$ cat config.mk
export PLATFORM = sky130hd
export DESIGN_NAME = alu_result_packer
export DESIGN_NICKNAME = d
export VERILOG_FILES = /design/src/rtl/alu_result_packer.sv
export SDC_FILE = /design/constraint.sdc
export NUM_CORES = 1
export LEC_CHECK = 0
export BUFFER_PORTS_ARGS = -buffer_cell sky130_fd_sc_hd__clkbuf_2
export CORE_UTILIZATION = 49
export DETAILED_ROUTE_END_ITERATION = 8
export GPL_ROUTABILITY_DRIVEN = 0
export PLACE_DENSITY = 0.76
export RECOVER_POWER = 50
export SLEW_MARGIN = 10
export SYNTH_ARGS = -nofsm -noshare
export SYNTH_HDL_FRONTEND = slang
export SYNTH_SLANG_ARGS = --single-unit
$ cat constraint.sdc
create_clock -name clk -period 1.75 [get_ports clk]
set_input_delay 0.35 -clock clk [delete_from_list [all_inputs] [get_ports clk]]
set_output_delay 0.35 -clock clk [all_outputs]
set_load 0.02 [all_outputs]
$ cat src/rtl/alu_result_packer.sv
// Packs one ALU result word and its flags into a header/result-byte frame on an 8-bit valid/ready link.
// Header valid the cycle after input accept; one byte per cycle while out_ready; optional checksum via ALU_PKT_CHECKSUM_EN.
module alu_result_packer #(
    parameter int RESULT_BYTES = 4,
    parameter int LSB_FIRST    = 1
) (
    input  logic        clk,
    input  logic        rst_n,
    input  logic        in_valid,
    output logic        in_ready,
    input  logic [31:0] in_result,
    input  logic [3:0]  in_flags,
    output logic        out_valid,
    input  logic        out_ready,
    output logic [7:0]  out_data,
    output logic        out_last,
    output logic        busy,
    output logic [3:0]  seq
);

`ifdef ALU_PKT_CHECKSUM_EN
    localparam bit HAS_CSUM = 1'b1;
`else
    localparam bit HAS_CSUM = 1'b0;
`endif

    localparam logic [1:0] LAST_IDX = 2'(RESULT_BYTES - 1);

    typedef enum logic [1:0] {
        IDLE = 2'd0,
        HDR  = 2'd1,
        DATA = 2'd2
`ifdef ALU_PKT_CHECKSUM_EN
        , CSUM = 2'd3
`endif
    } state_t;

    state_t      state;
    logic [31:0] result_q;
    logic [1:0]  idx;
`ifdef ALU_PKT_CHECKSUM_EN
    logic [7:0]  csum;
`endif

    // Byte k of the frame payload, honouring the configured byte order.
    function automatic logic [7:0] pick(input logic [31:0] word, input logic [1:0] k);
        logic [1:0] pos;
        pos = (LSB_FIRST != 0) ? k : LAST_IDX - k;
        return word[{pos, 3'b000} +: 8];
    endfunction

    always_ff @(posedge clk or negedge rst_n) begin
        if (!rst_n) begin
            state     <= IDLE;
            result_q  <= '0;
            idx       <= '0;
            seq       <= '0;
            in_ready  <= 1'b1;
            out_valid <= 1'b0;
            out_data  <= '0;
            out_last  <= 1'b0;
            busy      <= 1'b0;
`ifdef ALU_PKT_CHECKSUM_EN
            csum      <= '0;
`endif
        end else begin
            case (state)
                IDLE: begin
                    if (in_valid) begin
                        result_q  <= in_result;
                        seq       <= seq + 4'd1;
                        out_data  <= {in_flags, seq + 4'd1};
                        out_valid <= 1'b1;
                        out_last  <= 1'b0;
                        in_ready  <= 1'b0;
                        busy      <= 1'b1;
                        state     <= HDR;
`ifdef ALU_PKT_CHECKSUM_EN
                        csum      <= {in_flags, seq + 4'd1};
`endif
                    end
                end
                HDR: begin
                    if (out_ready) begin
                        state    <= DATA;
                        idx      <= 2'd0;
                        out_data <= pick(result_q, 2'd0);
                        out_last <= !HAS_CSUM && (LAST_IDX == 2'd0);
`ifdef ALU_PKT_CHECKSUM_EN
                        csum     <= csum ^ pick(result_q, 2'd0);
`endif
                    end
                end
                DATA: begin
                    if (out_ready) begin
                        if (idx == LAST_IDX) begin
`ifdef ALU_PKT_CHECKSUM_EN
                            state    <= CSUM;
                            out_data <= csum;
                            out_last <= 1'b1;
`else
                            state     <= IDLE;
                            out_valid <= 1'b0;
                            out_data  <= '0;
                            out_last  <= 1'b0;
                            in_ready  <= 1'b1;
                            busy      <= 1'b0;
`endif
                        end else begin
                            idx      <= idx + 2'd1;
                            out_data <= pick(result_q, idx + 2'd1);
                            out_last <= !HAS_CSUM && ((idx + 2'd1) == LAST_IDX);
`ifdef ALU_PKT_CHECKSUM_EN
                            csum     <= csum ^ pick(result_q, idx + 2'd1);
`endif
                        end
                    end
                end
`ifdef ALU_PKT_CHECKSUM_EN
                CSUM: begin
                    if (out_ready) begin
                        state     <= IDLE;
                        out_valid <= 1'b0;
                        out_data  <= '0;
                        out_last  <= 1'b0;
                        in_ready  <= 1'b1;
                        busy      <= 1'b0;
                    end
                end
`endif
                default: state <= IDLE;
            endcase
        end
    end

endmodule

==> results.md <==
- CP required: a little under 2 ns
- Die area: around 5500 sq um
- Switching Power: between 2000 and 2500 uW
- Clk sinks: slightly above 50
- Routed WL: ~4800 microns
- Flip-flop and latch count after synthesis: 51
- Vias in the first global route: around 1800
- Setup_tns: 0 ns
- Post-Syn Nets: ~250
- Design area: between 2000 and 3000 sq um
- Register area: 1280 sq um
- Syn-to-layout area delta: 17.3%
- Cell Int Power: between 3000 and 4000 uW
- Final Core Density: just over 60%
- ANT cells: 0
- CTS tree: yes
- EDFF count, synth: 0
- Antenna violations before repair: 0
- Proportion of layout cells with a drive suffix above 1: 44.2%
- Nets: ~300
- Initial core utilization: between 50% and 60%
- Pin count of the biggest net entering global routing: 36
- Post-synthesis compound-gate area fraction: 6.58%
- Netlist cell types: 34
- Sw Ratio: a little under two fifths
- Top cells by count, synth: dfrtp_1, mux2_2, nand2_1, nor2_1, ha_1
- FF-to-FF path depth: 6
- WS Path Type: reg2reg
- Worst setup EP type: flop
- Syn Std Cell Area: between 2000 and 3000 sq um
- Worst slack at placement: roughly 0.012 ns
- Post-synth top area share: between 40 and 50%
- Met3 wire len: about 170 microns
- CP bufs+invs: 2
- Vias: between 1500 and 2000
- DR iter-0 viols: 45
- Setup crit end: out_data[0]
- Worst vdd ir: between 0.9 and 1 mV
- Combinational share of power: 48.5%
- HP Class: in2async
- Worst path cell trace: inv_1 > ha_2 > buf_4 > and2b_2 > nand2_1 > a311oi_1
- Top-count cell post-synth: dfrtp_1
- Seq pwr share: a little under two fifths
- Area of the multi-input gates: between 1000 and 1500 sq um
- Simple-gate share of the synthesized area: slightly below 9%
- Cell taking the most area after synthesis: dfrtp_1
- RSZ-0062 raised after global routing: false
- Clock Latency Late Sink: approximately 0.3 ns
- Rows: 25
- Yosys warnings: 0
- Synth Flop Type: dfrtp_1
- IO Port Bufs: 55
- GRT Util Overall: 20.1%
- Lkg Pwr: between 0.001 and 0.0015 uW
- Top post-synthesis cells by area: dfrtp_1, mux2_2, mux4_1
- Worst setup margin: roughly 0.14 ns
- Setup crit start: state[0]
- Placed cell areas: approximately 2900 sq um
- CP Max Fanout: 8
- Met2 wire length: between 2000 and 2500 microns
- CP Launch Type: flop
- CP Depth: 6
- Slew @ Worst Pin: roughly 1.1 ns
- Post-synth ARST share: 100%
- Pwr dens: ~1900 nW/um^2
- Max Fclk: around 620 MHz
- Fin. max-slew vios: 0
- Clk slew on worst S/H paths: 0.09 ns
- Mux share of post-synthesis cell area: a little under a quarter
- CTS Root Cell: clkbuf_8
- Max_cap viols: 0
- First-pass GRT wire length: ~8100 microns
- Crit share post-route: 91.7%
- Core Footprint: about 4900 sq um
- Die width: approximately 74 microns
- DRT antenna net count: 0
- Clock Skew: roughly 0.008 ns
- Number of failing hold endpoints at the final stage: 0
- Main combinational cell family by area after synthesis: multiplexers
- DRC Markers: 0
- Slowest cell on the critical path: dfrtp_2
- CTS H-Tree Depth: 2
- Seq/Total Area, Yosys: about half
- Max Used Layer: met4
- CP max stage delay: around 0.45 ns
- R2r startpoint: state[0]
- Status: complete, no violations
- Post-DP HPWL: 3600 microns
- Syn Area/Cell: 12.9 sq um
- WP data arrival: roughly 1.8 ns
- Filler cells: approximately 400
- Clock power share: 13.1%
- Via density: approximately 5.3
- Die Ht: around 74 microns
- Gr ovfl total: 0
- Slew headroom: between 20 and 30%
- Clock tree buffer depth: 2
- Worst R2R Setup Slack: 0.14 ns
- CTS buffer count: 5
- CP delay by family, top: flip-flops
- Initial DRT Pass Iterations: 4
- Final setup viols: 0
- Reg2reg end: out_data[0]
- Ports: 56
- Period minus WS final: between 1.5 and 2 ns
- WL/cell: ~15 microns
- XOR/XNOR share of the synthesized area: about 1.7%
- Post-Synth Adder-Cell Area: around 4%
- Mapped Cells: about 200
- Postcts setup bufs: 0
- Met1 WL: between 2000 and 2500 microns
==> worst register-to-register path, stage by stage, from the launching register on <==
cell and delay (ns):
dfrtp_2 0.45, inv_1 0.09, ha_2 0.22, buf_4 0.14, and2b_2 0.25, nand2_1 0.07
a311oi_1 0.27
==> power groups by stage <==
stage | combinational [uW] | sequential (uW) | clock, uW
floorplan | 2030 | 2220 | 0
global placement | 2630 | 2150 | 0
detailed placement | 2720 | 2180 | 0
CTS | 2740 | 2150 | 753
global route | 3010 | 2240 | 803
finish | 2740 | 2160 | 738
==> kinds of logic after synthesis <==
logic type / count (synthesis)
XOR/XNOR: 5
buffers and inverters: 18
flip-flops: 51
AND/OR/NAND/NOR: 50
AO/OA/AOI/OAI: 22
multiplexers: 43
adder cells (fa/ha/maj): 8
==> state kept, by name, summed over array words and instances (netlist names) <==
name	cells
result_q	32
out_data	8
seq	4
idx	2
state	2
busy	1
in_ready	1
out_last	1
==> cell usage in the layout, fill, tap and decap left out, types with 2 or more instances in the layout <==
cell / netlist / final
dfrtp_1: 50 / 49
clkbuf_2: 0 / 48
mux2_2: 35 / 35
nand2_1: 24 / 24
nor2_1: 9 / 9
clkbuf_1: 1 / 9
buf_4: 3 / 8
clkbuf_8: 1 / 7
o21ai_0: 6 / 6
nor3_1: 6 / 6
mux4_1: 6 / 6
a311oi_1: 6 / 6
inv_1: 5 / 5
ha_1: 8 / 5
a21oi_1: 4 / 4
nand3_1: 4 / 4
xnor2_1: 3 / 3
mux4_2: 2 / 2
xor2_1: 2 / 2
a22o_1: 2 / 2
ha_2: 0 / 2
==> stage by stage <==
step / hold WS, ns / power [uW] / cells
6_report: 0.219 / 5640 / 325
5_1_grt: 0.263 / 6050 / 325
4_1_cts: 0.0136 / 5650 / 325
3_5_place_dp: 0.343 / 4900 / 317
3_3_place_gp: 0.344 / 4780 / 317
2_1_floorplan: 0.0544 / 4250 / 197
==> cell type report <==
cell class	count	area share (%)
clock buffers	7	3.22
clock inverters	1	0.251
inverters	5	0.627
multi-input cells	128	38.5
flip-flops and latches	51	42.7
well taps	67	2.80
repair buffers	66	11.8
==> metal layers <==
layer / global-route usage [%] / up-vias
met4: 8.12 / 0
met3: 5.01 / 11
li1: - / 819
met5: 0 / -
met1: 25.1 / 837
met2: 33.4 / 47
==> worst min path at each step <==
stage                        from      endpoint  slack [ns]  cells past startpoint
global route        in_result[16]  result_q[16]        0.26                      2
finish                      rst_n   out_data[0]        0.22                      2
floorplan                   rst_n          busy        0.05                      0
CTS                         rst_n  result_q[27]        0.01                      2
detailed placement          rst_n  result_q[27]        0.34                      2
global placement            rst_n  result_q[27]        0.34                      2
==> what timing repair did <==
action                     in CTS  in global routing
setup endpoints to repair       1                 40
pin swaps                       0                  0
gates resized for setup         1                  4
hold buffers                    0                  0
Note: power is estimated with default switching activity, not from simulation.
